==> config.mk <==
export PLATFORM = sky130hd
export DESIGN_NAME = fetch_ctrl
export DESIGN_NICKNAME = d
export VERILOG_FILES = /design/src/rtl/fetch_ctrl.sv
export SDC_FILE = /design/constraint.sdc
export NUM_CORES = 1
export LEC_CHECK = 0
export CORE_ASPECT_RATIO = 1.25
export CORE_MARGIN = 3
export CORE_UTILIZATION = 47
export CTS_CLUSTER_DIAMETER = 60
export DETAILED_ROUTE_END_ITERATION = 7
export PLACE_DENSITY = 0.86
export REMOVE_ABC_BUFFERS = 1
export SYNTH_ARGS = -nofsm -noshare
export SYNTH_HDL_FRONTEND = slang
export SYNTH_SLANG_ARGS = --single-unit
export TNS_END_PERCENT = 30
==> constraint.sdc <==
create_clock -name clk -period 5 [get_ports clk]
set_input_delay 0.75 -clock clk [delete_from_list [all_inputs] [get_ports clk]]
set_output_delay 0.75 -clock clk [all_outputs]
set_load 0.005 [all_outputs]
==> src/rtl/fetch_ctrl.sv <==
// Instruction-fetch sequencer for the 5-stage MIPS pipeline: owns the PC, drives the
// instruction memory address, loads IF/ID and arbitrates redirects against stalls.
`timescale 1ns/1ps
module fetch_ctrl #(
    parameter logic [31:0] PC_RESET = 32'h0000_0000,
    parameter int          CNT_W    = 16
) (
    input  logic             clk,
    input  logic             reset,
    input  logic             stall_i,
    input  logic             halt_i,
    input  logic             br_take_i,
    input  logic [31:0]      br_target_i,
    input  logic             j_take_i,
    input  logic [31:0]      j_target_i,
    input  logic             jr_take_i,
    input  logic [31:0]      jr_target_i,
    output logic [31:0]      imem_addr_o,
    input  logic [31:0]      imem_instr_i,
    output logic [31:0]      ifid_instr_o,
    output logic [31:0]      ifid_pc4_o,
    output logic             ifid_valid_o,
    output logic             flush_idex_o,
    output logic [1:0]       state_o,
    output logic [CNT_W-1:0] fetch_cnt_o,
    output logic [CNT_W-1:0] bubble_cnt_o
);

    typedef enum logic [1:0] {
        BOOT = 2'd0,
        RUN  = 2'd1,
        HALT = 2'd2
    } state_e;

    localparam logic [31:0] ALIGN_MASK = ~32'd3;

    state_e           state_q;
    logic [31:0]      pc_q;
    logic [31:0]      instr_q;
    logic [31:0]      pc4_q;
    logic             valid_q;
    logic [CNT_W-1:0] fetch_q;
    logic [CNT_W-1:0] bubble_q;
    logic [31:0]      pc_inc;
    logic [CNT_W-1:0] fetch_d;
    logic [CNT_W-1:0] bubble_d;

    function automatic logic [CNT_W-1:0] sat_inc(input logic [CNT_W-1:0] v);
        logic [CNT_W-1:0] one;
        one = '0;
        one[0] = 1'b1;
        return (&v) ? v : v + one;
    endfunction

    always_comb begin
        pc_inc   = pc_q + 32'd4;
        fetch_d  = sat_inc(fetch_q);
        bubble_d = sat_inc(bubble_q);
    end

    always_ff @(posedge clk or negedge reset) begin
        if (!reset) begin
            state_q  <= BOOT;
            pc_q     <= PC_RESET;
            instr_q  <= '0;
            pc4_q    <= '0;
            valid_q  <= 1'b0;
            fetch_q  <= '0;
            bubble_q <= '0;
        end else begin
            case (state_q)
                BOOT: state_q <= RUN;
                RUN: begin
                    // Priority: halt, then the older EX branch, then stall, then ID jumps.
                    if (halt_i) begin
                        state_q <= HALT;
                        valid_q <= 1'b0;
                    end else if (br_take_i) begin
                        pc_q     <= br_target_i & ALIGN_MASK;
                        valid_q  <= 1'b0;
                        bubble_q <= bubble_d;
                    end else if (stall_i) begin
                        bubble_q <= bubble_d;
                    end else if (jr_take_i) begin
                        pc_q     <= jr_target_i & ALIGN_MASK;
                        valid_q  <= 1'b0;
                        bubble_q <= bubble_d;
                    end else if (j_take_i) begin
                        pc_q     <= j_target_i & ALIGN_MASK;
                        valid_q  <= 1'b0;
                        bubble_q <= bubble_d;
                    end else begin
                        pc_q    <= pc_inc;
                        instr_q <= imem_instr_i;
                        pc4_q   <= pc_inc;
                        valid_q <= 1'b1;
                        fetch_q <= fetch_d;
                    end
                end
                HALT: state_q <= HALT;
                default: state_q <= BOOT;
            endcase
        end
    end

    assign imem_addr_o  = pc_q;
    assign ifid_instr_o = instr_q;
    assign ifid_pc4_o   = pc4_q;
    assign ifid_valid_o = valid_q;
    assign flush_idex_o = (state_q == RUN) & br_take_i & ~halt_i;
    assign state_o      = state_q;
    assign fetch_cnt_o  = fetch_q;
    assign bubble_cnt_o = bubble_q;

endmodule
==> metrics.txt, run 1 <==
HPWL Detailed=15900 um; IO Pins=267; Final setup violation count=0; most frequent cells in the layout=clkdlybuf4s50_1, nand2_1, dfrtp_1; Final nets=1125; ant diodes=0; DR vias/cell=5.769; relative slew slack=0.1681; share of post-route cells with drive strength above 1=0.05812; Total Power Consumption=4496 uW; sw frac=0.3205; CTS H-tree depth=4; CP required=4250 ps; cell internal pwr=3055 uW; initial antenna violation count=0; CP Launch Type=input port; VDD IR max=0.0002282 V; PostCTS Resize Cnt=0; Root Buffer=clkbuf_16; reg-to-reg endpoint=bubble_cnt_o[1]; Die ar.=0.01565 mm^2; hold_buf cts=0; initial drt markers=517; final WL=22470 um; #FFs+latches synth=127; Reg clk slew, reported paths=60 ps; Post-synth ARST share=1.000; drt wl/cell=19.15 um; placed cell areas=0.009330 mm^2; WS Path Type=input port to output pin; Tightest Pin Transition=1245 ps; area of the mapped netlist=0.006661 mm^2; leakage=0.004239 uW; Vias=6767; vias in the first global route=6585; clock tree from TritonCTS=built; largest net degree at the start of global routing=96; core footprint=0.01387 mm^2; Yosys Warn Count=0; GP Congestion=0.8368; Die X=112.5 um; Initial Util=0.4802; CTS Buf Count=17; syn avg cell area=8.918 um^2; DRC errors left=0; Layout Skew=9.603 ps; PortBufs=256; Longest Clk Path Bufs=2; CP max FO=7; Most used DFF post-synth=dfrtp_1; CTS Sinks=127; TritonRoute pass-1 iters=7; r2r setup slk=2290 ps; logic gate share of total power=0.345; Hold Crit Class=input port to asynchronous set/reset pin; unrepaired setup endpoints after global routing=no; CP Capture Type=output pin; leading cell type in the layout, fill and taps excluded=clkdlybuf4s50_1; Clk network pwr share=0.279; P&R area growth vs syn=49.00%; setup TNS=0 ps; origin of the critical flop-to-flop path=state_o[1]; crit share post-route=0.7067; first-pass GRT wire length=35340 um; number of flops mapped to enable cells by yosys=0; die height=139.1 um; total of max-cap violations=0; Std-Cell Rows=48; Synth cell types=65; final slew viol count=0; Global Route Usage Sum=0.2849; sequential share of power=0.377; fraction of the yosys area taken by sequential cells=0.4771; outcome=complete, no violations; WP data arrival=2780 ps; minimum clock period=3533 ps; worst-case reg-to-reg path depth=6; Cell Pwr Density=452.9 mW/mm^2; postcts setup bufs=0; post-route ant nets=0; clock latency on the worst-skew pair=410 ps; Synth Instances=747; Hold Fails Final Rpt=0; post-route cell area=0.009926 mm^2; global route total overflow=0; Net Sw Power=1441 uW; FMAX=283.0 MHz
[metal layers]
layer	vias up	routed length [um]	GRT usage
li1	3128	-	-
met1	3231	9034	0.3677
met2	344	10710	0.4606
met3	64	1693	0.05325
met4	0	1027	0.1386
met5	-	0	0
[per-stage QoR]
stage / worst slack, ps / instances / utilization / hold slack [ps]
finish: 1467 / 1173 / 0.7155 / 428.0
global route: 1423 / 1173 / 0.7155 / 493.8
CTS: 1486 / 1173 / 0.7155 / 468.7
detailed placement: 1480 / 1141 / 0.6725 / 462.2
global placement: 1474 / 1141 / 0.6725 / 455.7
floorplan: 1754 / 701 / - / 454.4
[power groups by stage]
stage | sequential [uW] | combinational [uW] | clock (uW)
floorplan | 1670 | 540 | 0
global placement | 1680 | 1510 | 0
detailed placement | 1690 | 1550 | 0
CTS | 1680 | 1560 | 1270
global route | 1740 | 1700 | 1320
finish | 1690 | 1550 | 1250
[critical path, cell delays in order]
cell and delay, ps:
clkdlybuf4s50_1 490, nor2b_1 520, nand2_1 370, inv_1 140
clkdlybuf4s50_1 520
[cell usage after synthesis (3+ instances only)]
cell type  count  share of area
a21oi_1       22          0.017
dfrtp_1      127           0.48
nand2_1      178           0.10
inv_1         13         0.0073
nor4_1         9         0.0085
nand3_1       21          0.016
and3_1        13          0.012
nor2_1        33          0.019
o221ai_1       4         0.0053
buf_4          4         0.0045
nor3_1        19          0.014
o211ai_1       4         0.0045
and4_1        13          0.017
o31a_1         3         0.0039
o22ai_1       15          0.014
nor2b_1        3         0.0028
nand4_1       16          0.015
mux2_2         3         0.0051
mux2i_1        3         0.0045
and2_1         3         0.0028
a31oi_1        6         0.0056
o2bb2ai_1      4         0.0053
xor2_1        22          0.029
a221o_1        9          0.014
o21ai_0       49          0.037
a221oi_1       8          0.011
ha_1           5         0.0094
xnor2_1       29          0.038
nand2b_1       8         0.0075
clkbuf_1      42          0.024
or4_1          3         0.0034
a211oi_1       5         0.0056
o31ai_1        5         0.0056
[registers in the layout (all words and copies together) (netlist names)]
register,flops
imem_addr_o,30
ifid_instr_o,32
fetch_cnt_o,16
bubble_cnt_o,16
state_o,2
ifid_pc4_o,30
ifid_valid_o,1
[cells by family after synthesis]
group                      count (synthesis)  share of synthesized area
adders and majority gates                  5                   0.009391
and+or+nand+nor                          334                     0.2374
muxes                                      6                   0.009579
other                                      1                  0.0005629
buffers and inverters                     63                    0.03907
xor gates and xnor gates                  51                    0.06705
DFF                                      127                     0.4771
AOI/OAI and AO/OA                        160                     0.1598
[layout make-up]
cell class | instances | area (um^2)
Clock buffer | 18 | 429.2
Clock inverter | 14 | 166.4
Fill cell | 1069 | 3948
Inverter | 14 | 52.55
Multi-Input combinational cell | 560 | 3249
Sequential cell | 127 | 3178
Tap cell | 175 | 219.0
Timing Repair Buffer | 265 | 2631
[how the worst max path moves through the flow]
stage               startpoint             to  slack (ps)  depth (start not counted)
floorplan            br_take_i  ifid_pc4_o[9]        1750                          3
global placement        halt_i   flush_idex_o        1470                          5
detailed placement      halt_i   flush_idex_o        1480                          5
CTS                     halt_i   flush_idex_o        1490                          5
global route            halt_i   flush_idex_o        1420                          5
finish                  halt_i   flush_idex_o        1470                          5
(Power assumes the default switching activity.)
==> run 2: changes to the inputs <==
--- a/config.mk
+++ b/config.mk
@@ -7,10 +7,10 @@
 export LEC_CHECK = 0
 export CORE_ASPECT_RATIO = 1.25
 export CORE_MARGIN = 3
-export CORE_UTILIZATION = 47
+export CORE_UTILIZATION = 40
 export CTS_CLUSTER_DIAMETER = 60
 export DETAILED_ROUTE_END_ITERATION = 7
-export PLACE_DENSITY = 0.86
+export PLACE_DENSITY = 0.78
 export REMOVE_ABC_BUFFERS = 1
 export SYNTH_ARGS = -nofsm -noshare
 export SYNTH_HDL_FRONTEND = slang
==> constraint.sdc (replaced) <==
create_clock -name clk -period 3.15 [get_ports clk]
set_input_delay 0.4725 -clock clk [delete_from_list [all_inputs] [get_ports clk]]
set_output_delay 0.4725 -clock clk [all_outputs]
set_load 0.005 [all_outputs]
==> metrics.txt, run 2 (same netlist as run 1, synthesis figures left out) <==
Final setup violation count=0; global route total overflow=0; post-route ant nets=0; minimum clock period=2728 ps; Clk network pwr share=0.283; PostCTS Resize Cnt=0; r2r setup slk=730 ps; max reg flops=32; drt wl/cell=18.72 um; outcome=complete, but fails checks; clock tree from TritonCTS=built; Longest Clk Path Bufs=2; final slew viol count=0; WS Path Type=register to output pin; WP data arrival=2260 ps; GP Congestion=0.8859; CTS Buf Count=17; crit share post-route=0.8661; relative slew slack=0.3683; CP Launch Type=register; sequential share of power=0.374; CP required=2680 ps; reg-to-reg endpoint=fetch_cnt_o[1]; hold_buf cts=0; worst-case reg-to-reg path depth=7; critical path cell sequence=inv_1 -> ha_1 -> nor2b_1 -> nand2_1 -> inv_1 -> clkdlybuf4s50_1; first-pass GRT wire length=35090 um; Global Route Usage Sum=0.2484; CTS Sinks=127; P&R area growth vs syn=52.31%; Finished Layout Cells=1232; Vias=6672; Slowest cell on crit path=clkdlybuf4s50_1; leakage=0.004341 uW; Layout Skew=8.818 ps; Crit path top cell by count=inv_1; final WL=23060 um; initial drt markers=513; vias in the first global route=6300; unrepaired setup endpoints after global routing=no; fillers=1376; Reg clk slew, reported paths=60 ps; critical path's largest stage delay=510 ps; largest net degree at the start of global routing=86; die height=150.3 um; logic gate share of total power=0.344; leading cell type in the layout, fill and taps excluded=clkdlybuf4s50_1; DR vias/cell=5.416; DRC errors left=2; share of post-route cells with drive strength above 1=0.07192; Hold Crit Class=input port to asynchronous set/reset pin; Root Buffer=clkbuf_16; FMAX=366.5 MHz; cell internal pwr=4939 uW; CTS H-tree depth=4; Cell Pwr Density=709.4 mW/mm^2; Initial Util=0.4095; clock latency on the worst-skew pair=420 ps; placed insts=1199; sw frac=0.3138; Final nets=1142; PortBufs=256; Die ar.=0.01825 mm^2; TritonRoute pass-1 iters=8; origin of the critical flop-to-flop path=state_o[1]; CP Capture Type=output pin; CP max FO=5; setup TNS=0 ps; postcts setup bufs=0; most frequent cells in the layout=clkdlybuf4s50_1, nand2_1, dfrtp_1; failing checks=design-rule violations; total of max-cap violations=0; area occupied by multi-input gates=0.003249 mm^2; initial antenna violation count=1; Net Sw Power=2258 uW; core footprint=0.01627 mm^2; register area=0.003178 mm^2; IO Pins=267; Tightest Pin Transition=945.6 ps; VDD IR max=0.0003523 V; Hold Fails Final Rpt=0; Std-Cell Rows=52; HPWL Detailed=16820 um; Die X=121.4 um
run 2: cell count changes in the layout (fill, tap and decap cells not counted), sizes merged:
cell      change
clkinvlp      -1
clkbuf        +5
buf          +17
diode         +1
clkinv        -4
run 2: metrics by stage:
stage | hold slack [ps] | setup slack, ps | total power, uW | util | instance area (um^2)
after global routing | 103.8 | 278.9 | 7621 | 0.6238 | 10150
after global placement | 456.7 | 362.5 | 5110 | 0.5862 | 9534
final | 60.66 | 421.8 | 7197 | 0.6238 | 10150
after CTS | 80.98 | 411.7 | 7242 | 0.6236 | 10140
after detailed placement | 461.5 | 345.7 | 5179 | 0.5862 | 9534
after floorplan | 176.9 | 67.23 | 3512 | - | 6465
run 2: power groups by stage:
stage | combinational (uW) | sequential (uW) | clock, uW
finish | 2470 | 2690 | 2030
global route | 2710 | 2770 | 2140
CTS | 2500 | 2680 | 2060
detailed placement | 2480 | 2700 | 0
global placement | 2430 | 2680 | 0
floorplan | 857 | 2650 | 0
run 2: area by class of cell:
class                      instances  area share
antenna                            1   0.0002466
clock buffer                      23     0.04711
sequential                       127      0.3132
timing repair buffer             282      0.2744
inverter                          14    0.005179
tap                              216     0.02664
clock inverter                     9     0.01295
multi-input combinational        560      0.3203
run 2: worst max-delay path, delay by kind of cell (launching register included):
family,cells,cell delay (ps)
AND/OR/NAND/NOR,2,550
adder cells (fa/ha/maj),1,220
buffers and inverters,3,690
flip-flops,1,390
run 2: per-layer routing:
| layer | track usage | wire length, um | vias to the layer above |
|---|---|---|---|
| li1 | - | - | 3170 |
| met1 | 0.3149 | 9344 | 3172 |
| met2 | 0.4127 | 11400 | 286 |
| met3 | 0.04810 | 1598 | 44 |
| met4 | 0.1093 | 714 | 0 |
| met5 | 0 | 0 | - |
run 2: worst max-delay path by stage:
stage                           from              to  slack, ps  cells after the start
final                     state_o[1]    flush_idex_o        420                      6
after floorplan           state_o[1]   ifid_pc4_o[9]         70                      5
after global routing      state_o[1]    flush_idex_o        280                      6
after CTS                 state_o[1]    flush_idex_o        410                      6
after detailed placement   br_take_i  fetch_cnt_o[1]        350                      6
after global placement       stall_i  fetch_cnt_o[1]        360                      6
==> run 3: changes to the inputs <==
--- a/config.mk
+++ b/config.mk
@@ -10,6 +10,7 @@
 export CORE_UTILIZATION = 40
 export CTS_CLUSTER_DIAMETER = 60
 export DETAILED_ROUTE_END_ITERATION = 7
+export GPL_TIMING_DRIVEN = 1
 export PLACE_DENSITY = 0.78
 export REMOVE_ABC_BUFFERS = 1
 export SYNTH_ARGS = -nofsm -noshare
==> results of run 3 <==
No change in the layout: final DEF, timing and power equal those of run 2.
